[src/rtl/seg7_scan_driver.sv]
// rtl/seg7_scan_driver.sv - double-dabble BCD converter feeding a multiplexed 7-segment scan
// Optional feature macro: SEG7_LEADING_ZERO_BLANK_EN (blank leading zero digits above digit 0).
module seg7_scan_driver #(
  parameter int WIDTH       = 7,
  parameter int DIGITS      = 3,
  parameter int REFRESH_DIV = 1000,
  parameter int BLANK       = 6
) (
  input  logic              clk,
  input  logic              reset,
  input  logic [WIDTH-1:0]  value,
  input  logic              load,
  output logic [6:0]        seg,
  output logic [DIGITS-1:0] an,
  output logic              busy,
  output logic              frame
);

  localparam int PW = (REFRESH_DIV > 1) ? $clog2(REFRESH_DIV) : 1;
  localparam int IW = (DIGITS > 1) ? $clog2(DIGITS) : 1;
  localparam int CW = $clog2(WIDTH + 1);
  localparam int BW = 4 * DIGITS;

  typedef enum logic [1:0] {IDLE, CONVERT, PENDING} state_t;

  state_t            r_state;
  state_t            w_next;
  logic [PW-1:0]     r_presc;
  logic [IW-1:0]     r_idx;
  logic [WIDTH-1:0]  r_hold;
  logic [WIDTH-1:0]  r_bin;
  logic [BW-1:0]     r_bcd;
  logic [BW-1:0]     r_disp;
  logic [BW-1:0]     w_adj;
  logic [CW-1:0]     r_cnt;
  logic              r_redo;
  logic [6:0]        r_seg;
  logic [DIGITS-1:0] r_an;
  logic              w_wrap;
  logic              w_frame_bnd;
  logic              w_conv_done;
  logic              w_commit;
  logic              w_restart;
  logic [3:0]        w_digit;
  logic              w_digit_on;

  assign w_wrap      = (r_presc == PW'(REFRESH_DIV - 1));
  assign w_frame_bnd = w_wrap && (r_idx == IW'(DIGITS - 1));
  assign w_conv_done = (r_cnt == CW'(WIDTH - 1));
  assign w_commit    = (r_state == PENDING) && w_frame_bnd;
  // A load landing on the commit cycle is treated like a busy load: the newer value is converted next.
  assign w_restart   = w_commit && (r_redo || load);

  assign seg   = r_seg;
  assign an    = r_an;
  assign busy  = (r_state != IDLE);
  assign frame = w_frame_bnd;

  function automatic logic [6:0] decode(input logic [3:0] d);
    case (d)
      4'd0:    decode = 7'h3F;
      4'd1:    decode = 7'h06;
      4'd2:    decode = 7'h5B;
      4'd3:    decode = 7'h4F;
      4'd4:    decode = 7'h66;
      4'd5:    decode = 7'h6D;
      4'd6:    decode = 7'h7D;
      4'd7:    decode = 7'h07;
      4'd8:    decode = 7'h7F;
      4'd9:    decode = 7'h6F;
      default: decode = 7'h00;
    endcase
  endfunction

  // Free-running slot prescaler and digit index; independent of the converter.
  always_ff @(posedge clk) begin
    if (reset) begin
      r_presc <= '0;
      r_idx   <= '0;
    end else if (w_wrap) begin
      r_presc <= '0;
      r_idx   <= (r_idx == IW'(DIGITS - 1)) ? '0 : r_idx + IW'(1);
    end else begin
      r_presc <= r_presc + PW'(1);
    end
  end

  // Select the BCD nibble of the digit currently being scanned.
  always_comb begin
    w_digit = 4'd0;
    for (int d = 0; d < DIGITS; d++)
      if (r_idx == IW'(d)) w_digit = r_disp[4*d +: 4];
  end

`ifdef SEG7_LEADING_ZERO_BLANK_EN
  // Suppress a digit above digit 0 when it and every higher digit are zero.
  always_comb begin
    w_digit_on = 1'b1;
    for (int d = 1; d < DIGITS; d++)
      if (r_idx == IW'(d) && (r_disp >> (4*d)) == '0) w_digit_on = 1'b0;
  end
`else
  assign w_digit_on = 1'b1;
`endif

  // Registered drive: anti-ghost blank window at slot start, then the selected digit.
  always_ff @(posedge clk) begin
    if (reset) begin
      r_seg <= '0;
      r_an  <= '0;
    end else if (r_presc < PW'(BLANK) || !w_digit_on) begin
      r_seg <= '0;
      r_an  <= '0;
    end else begin
      r_seg <= decode(w_digit);
      r_an  <= DIGITS'(1) << r_idx;
    end
  end

  // Double-dabble correction: add 3 to every nibble that is 5 or more before the shift.
  always_comb begin
    w_adj = r_bcd;
    for (int d = 0; d < DIGITS; d++)
      if (r_bcd[4*d +: 4] >= 4'd5) w_adj[4*d +: 4] = r_bcd[4*d +: 4] + 4'd3;
  end

  // FSM state register.
  always_ff @(posedge clk) begin
    if (reset) r_state <= IDLE;
    else       r_state <= w_next;
  end

  // FSM next-state: accept, convert for WIDTH cycles, then wait for a frame boundary to commit.
  always_comb begin
    w_next = r_state;
    case (r_state)
      IDLE:    if (load) w_next = CONVERT;
      CONVERT: if (w_conv_done) w_next = PENDING;
      PENDING: if (w_commit) w_next = w_restart ? CONVERT : IDLE;
      default: w_next = IDLE;
    endcase
  end

  // Converter datapath, hold/redo bookkeeping and frame-aligned commit to the display register.
  always_ff @(posedge clk) begin
    if (reset) begin
      r_hold <= '0;
      r_redo <= 1'b0;
      r_bin  <= '0;
      r_bcd  <= '0;
      r_cnt  <= '0;
      r_disp <= '0;
    end else begin
      case (r_state)
        IDLE: begin
          if (load) begin
            r_hold <= value;
            r_bin  <= value;
            r_bcd  <= '0;
            r_cnt  <= '0;
          end
        end
        CONVERT: begin
          r_bcd <= {w_adj[BW-2:0], r_bin[WIDTH-1]};
          r_bin <= {r_bin[WIDTH-2:0], 1'b0};
          r_cnt <= r_cnt + CW'(1);
          if (load) begin
            r_hold <= value;
            r_redo <= 1'b1;
          end
        end
        PENDING: begin
          if (w_commit) begin
            r_disp <= r_bcd;
            r_redo <= 1'b0;
            if (load) r_hold <= value;
            if (w_restart) begin
              r_bin <= load ? value : r_hold;
              r_bcd <= '0;
              r_cnt <= '0;
            end
          end else if (load) begin
            r_hold <= value;
            r_redo <= 1'b1;
          end
        end
        default: ;
      endcase
    end
  end

endmodule

[config.mk]
export PLATFORM = sky130hd
export DESIGN_NAME = seg7_scan_driver
export DESIGN_NICKNAME = d
export VERILOG_FILES = /design/src/rtl/seg7_scan_driver.sv
export SDC_FILE = /design/constraint.sdc
export NUM_CORES = 1
export LEC_CHECK = 0
export ABC_AREA = 1
export CAP_MARGIN = 20
export CORE_MARGIN = 10
export CORE_UTILIZATION = 30
export CTS_BUF_LIST = sky130_fd_sc_hd__clkbuf_8
export DETAILED_ROUTE_END_ITERATION = 7
export PLACE_DENSITY = 0.56
export RECOVER_POWER = 50
export SKIP_LAST_GASP = 1
export SYNTH_ARGS = -nofsm -noshare
export SYNTH_HDL_FRONTEND = slang
export SYNTH_SLANG_ARGS = --single-unit
export TNS_END_PERCENT = 1
[constraint.sdc]
create_clock -name clk -period 2 [get_ports clk]
set_clock_uncertainty 0.15 [all_clocks]
set_input_delay 0.4 -clock clk [delete_from_list [all_inputs] [get_ports clk]]
set_output_delay 0.4 -clock clk [all_outputs]
set_load 0.02 [all_outputs]
After elaboration in Yosys (flattened, before gate mapping)
Memory sizes are Yosys's and may differ from the RTL's. A register that Yosys moved wholly into a read port is not among the register bits.
Index checks and enable logic that the tools add are counted.
{"block": "word_totals", "output_inout_bits": 12, "memories": 1, "regBits": 59, "in_bits": 10, "mem_bits_ro": 112, "wordCells": 75}
{"name": "(no name shown)", "depth": 16, "width": 7, "read_ports": 1, "rd_ports_with_merged_regs": 1, "wr": 0, "line_no": "60", "source": "case (d)"}
{"block": "classes", "n_addsub": 6, "n_lt_le_gt_ge": 4, "n_shift": 1, "n_reduce_logical": 15, "eq_ne": 10, "muxes": 28}
{"operator": "2-to-1 mux 12 bit", "n": 3}
{"operator": "case mux 12 bit (3 select lines)", "n": 1}
{"operator": "2-to-1 mux 7 bit", "n": 4}
{"operator": "case mux 7 bit (3 select lines)", "n": 1}
{"operator": "2-to-1 mux 4 bit", "n": 5}
{"operator": ">= comparator 4 x 3 -> 1 bit (second input constant)", "n": 3}
{"operator": "2-to-1 mux 3 bit", "n": 4}
{"operator": "adder 10 x 1 -> 10 bit (second input constant)", "n": 1}
{"operator": "== test 10 bit (second input constant)", "n": 1}
{"operator": "less-than comparator 10 x 3 -> 1 bit (second input constant)", "n": 1}
{"operator": "case mux 3 bit (3 select lines)", "n": 1}
{"operator": "adder 4 x 2 -> 4 bit (second input constant)", "n": 2}
{"operator": "2-to-1 mux 2 bit", "n": 4}
{"operator": "inequality test 2 bit (second input constant)", "n": 4}
{"operator": "case mux 2 bit (3 select lines)", "n": 1}
{"operator": "== test 2 x 1 -> 1 bit (second input constant)", "n": 2}
{"operator": "== test 2 bit (second input constant)", "n": 2}
{"operator": "logical NOT 2 bit", "n": 2}
{"operator": "AND reduction 4 bit", "n": 1}
{"operator": "nonzero test 2 bit", "n": 2}
{"operator": "OR reduction 2 bit", "n": 2}
{"operator": "adder 3 x 1 -> 3 bit (second input constant)", "n": 1}
{"operator": "adder 3 x 2 -> 3 bit (second input constant)", "n": 1}
{"operator": "== test 3 bit (second input constant)", "n": 1}
{"operator": "10 further kinds", "n": 14}

Depth between registers and ports, before layout
{"block": "logic_depth", "ltp_word": 7, "mapped_depth": 11, "mapped_depth_nobuf": 11}

Worst setup path before layout
No wires, ideal clock.
{"block": "synth_path", "path_type": "reg-to-reg", "start": "reg r_idx[1]", "end": "reg r_seg[0] (netlist: seg[0])", "setup_time_ns": 0.065, "arrival_ns": 1.689, "path_buffers": 0, "path_stages_with_launch": 9, "period_less_slack_ns": 1.904, "setup_slack_ns": 0.096, "required_time_ns": 1.785, "path_cell_list": "dfxtp_1 nand2_1 o21ai_0 inv_1 ha_1 or2_2 nand2_1 a21oi_1 nor2_1"}
{"block": "synth_between", "elab_chain_len": 4, "word_cells_on_any_way": 6, "cone_classes": "eq/ne (2); mux (3); reduce/logical (1)"}
{"item": "start, declared", "line_no": "29", "source": "logic [IW-1:0] r_idx;"}
{"item": "start signal, assigned", "line_no": "82", "source": "r_idx <= (r_idx == IW'(DIGITS - 1)) ? '0 : r_idx + IW'(1);"}
{"item": "logical NOT 2 bit", "line_no": "92", "source": "if (r_idx == IW'(d)) w_digit = r_disp[4*d +: 4];"}
{"item": "2-to-1 mux 4 bit (2 in a row)", "line_no": "92"}
{"item": "2-to-1 mux 4 bit (*)", "line_no": "92"}
{"item": "end, declared", "line_no": "37", "source": "logic [6:0] r_seg;"}
Mark *: on every way between the ends. The rest lies on a longest branch, timed or not.
A chain may end at the register's enable or synchronous reset.

Worst setup path after layout
{"block": "layout_path", "start": "reg r_presc[1]", "end": "out frame"}
{"block": "layout_between", "elab_chain_len": 2}
{"item": "start, declared", "line_no": "28", "source": "logic [PW-1:0] r_presc;"}
{"item": "start signal, assigned", "line_no": "84", "source": "r_presc <= r_presc + PW'(1);"}
{"item": "== test 10 bit", "line_no": "47", "source": "assign w_wrap = (r_presc == PW'(REFRESH_DIV - 1));"}
{"item": "logical AND 1 bit", "line_no": "48", "source": "assign w_frame_bnd = w_wrap && (r_idx == IW'(DIGITS - 1));"}
{"item": "end, declared", "line_no": "16", "source": "output logic frame"}
No other way between the ends.

==> flow_summary.toml <==
[pwr]
powerDensity_nw_per_um2 = 1250
finalPower_uw = 5370
ir_worst_vdd_uv = 504
p_leak_uw = 0.00197

[placement]
dp_hpwl_um = 5970
dp_slack_ns = -0.373
gp_congestion = 0.826
port_buffers = 21
place_inst = 685

[clock_network]
clk_pin_slew_ns = 0.08
cts_sinks = 66
tritoncts = "yes"
clock_path_buffers = 2
root_buffer = "clkbuf_8"
htree_levels = 3
cts-buffers-inserted = 9
hold_buffers = 0
clock_latency_ns = 0.35

[timing]
tightestPinTransition_ns = 0.537
finalSetupViolations = 0
fin_crit_ns = 1.98
post-route-period-util = 0.990
slew_viol_final = 0
finalHoldViolCount = 0
rsz0062_at_grt = "yes"
timing.final.ws_setup_ns = 0.0197
fmax_mhz = 505
max_slew_margin = 0.642

[routing]
drt_wl_total_um = 8370
drt-wirelength-per-cell_um = 11.8
via_count = 3259
drtPass1Iterations = 6
via_per_inst = 4.58
ant_nets = 0
drc = 0
drt-initial-drc-count = 190

[floorplanning]
die-area_sq_um = 16100
coreArea_sq_um = 11000
die_h_um = 127
die_width_um = 127
io_pins = 22
start_util = 0.312
fp-row-count = 38

[synthesis]
synth_top_area_frac = 0.386
yosys_warnings = 0
ys_top_cells_by_area = "dfxtp_1, nand2_1, nor2_1"
synth_top_cell_by_area = "dfxtp_1"
synthesis.nets = 537
ys_types = 29
syn_inst = 508
ys_seq_area_frac = 0.386
syn_area_sq_um = 3420
avgSynthCellArea_sq_um = 6.74
ys_ff_latch = 66

[global_routing]
grt_busiest_layer = "met2"
grtUsageMet3 = 0.0275
grt_pass1_wl_um = 14600
met2_usage = 0.175
grt_max_degree = 27
antenna_found_initial = 0
met1_usage = 0.133
grt_pass1_vias = 3110
grt.total_usage = 0.108
grt_overflow_total = 0

[critical_path]
cp_data_arrival_time_ns = 1.43
slowest_stage = "dfxtp_2"
end_kind = "output pin"
slowest_delay_ns = 0.33
cp.buffers_inverters = 2
path_max_fanout = 3
crit_chain = "ha_2 > nand3_1 > nor2_2 > nand3_2 > inv_2 > buf_6"
worstSetupStartpointType = "register"
crit_family = "simple AND/OR/NAND/NOR gates"
criticalPathCategory = "register to output pin"
cp.required_ns = 1.45
rrSetupSlack_ns = 0.05

[layout]
finalCoreUtilization = 0.391
regArea_sq_um = 1320
fin_nets = 596
mostFrequentLayoutCells = "nand2_1, nor2_1, inv_1, dfxtp_1, nand3_1"
synthToLayoutAreaGrowth_pct = 25.6
drive_gt1_frac = 0.140
final_common_cell = "nand2_1"
multi_input_area_sq_um = 1790
diodes = 0
nFillCells = 1182
final_cells = 711

[min_path]
hold_path.class = "register to register"

[run]
max-cap-violations = 0

[run_status]
status = "finished, final reports clean"
==> Yosys cell counts <==
cell type	count
xor2_1	1
ha_1	19
nand3_1	50
nand3_2	1
nor3_1	5
nand4_1	3
buf_2	4
nor2_4	1
nor4_1	2
inv_2	3
buf_4	2
o211ai_2	1
nand2_1	103
dfxtp_1	66
o221ai_1	1
o211ai_1	1
clkbuf_1	9
or2_0	1
a22oi_1	1
o21ai_2	1
or2_2	6
buf_6	2
clkinv_1	1
nor2_1	81
a21oi_1	41
o21ai_0	33
nor3b_1	1
inv_1	65
nor2_2	3
==> final timing paths <==
kind                                  from   endpoint  cells after the start
worst max-delay path            r_presc[1]      frame                      6
worst min-delay path             r_disp[3]  r_disp[3]                      2
worst max register to register  r_presc[1]   r_bin[3]                     11
worst min register to register   r_disp[3]  r_disp[3]                      2
==> stage by stage <==
stage / instance area, sq um / setup TNS (ns) / hold slack [ns]
4_1_cts: 4260 / -0.112 / 0.309
2_1_floorplan: 3420 / 0 / 0.280
3_3_place_gp: 3960 / -7.34 / 0.291
5_1_grt: 4300 / -1.64 / 0.333
6_report: 4300 / 0 / 0.308
3_5_place_dp: 3960 / -7.72 / 0.296
==> flip-flops by register name, indices dropped and copies added, names as in the netlist <==
register	cells
r_disp	12
r_hold	7
seg	7
r_bcd	12
r_presc	10
r_redo	1
r_state	2
an	3
r_bin	7
r_cnt	3
r_idx	2
==> worst register-to-register path, cell delays in order (launching register included) <==
cell,delay [ns]
dfxtp_2,0.33
ha_2,0.18
nand3_1,0.08
nor2_2,0.16
nand3_2,0.15
buf_4,0.17
o21ai_2,0.16
inv_2,0.09
nor2_4,0.14
buf_12,0.13
nor2_1,0.04
nor2_1,0.11
==> repair_timing <==
action / 4_1_cts / 5_1_grt
gates resized for setup: 15 / 4
pin swaps: 6 / 2
gates cloned: 2 / 0
buffers inserted: 5 / 4
endpoints found under the setup margin: 24 / 29
==> routing by layer <==
layer | wire length (um) | share of wire
met2 | 3800 | 0.45
met1 | 4030 | 0.48
met4 | 134 | 0.016
met3 | 405 | 0.048
met5 | 0 | 0
==> power by group <==
part	internal [uW]	switching, uW	leakage, uW
combinational	971	1420	0.00132
sequential	1560	172	0.000539
clock	727	525	0.000112
total	3260	2110	0.00197
==> cell families (layout without fill, tap and decap cells) <==
kind of cell,count (synthesis),in the layout,share of synthesized area
DFF,66,66,0.386
adders and majority gates,19,19,0.0695
and+or+nand+nor,257,259,0.318
xor gates and xnor gates,1,1,0.00256
AOI/OAI and AO/OA,79,79,0.121
buffers and inverters,86,147,0.102
==> area by class of cell <==
type / instances / share of cell area
multi-input combinational: 358 / 0.416
sequential: 66 / 0.308
timing repair buffer: 63 / 0.125
inverter: 69 / 0.0602
tap: 140 / 0.0407
clock buffer: 10 / 0.0320
clock inverter: 5 / 0.0183
(Power assumes the default switching activity.)
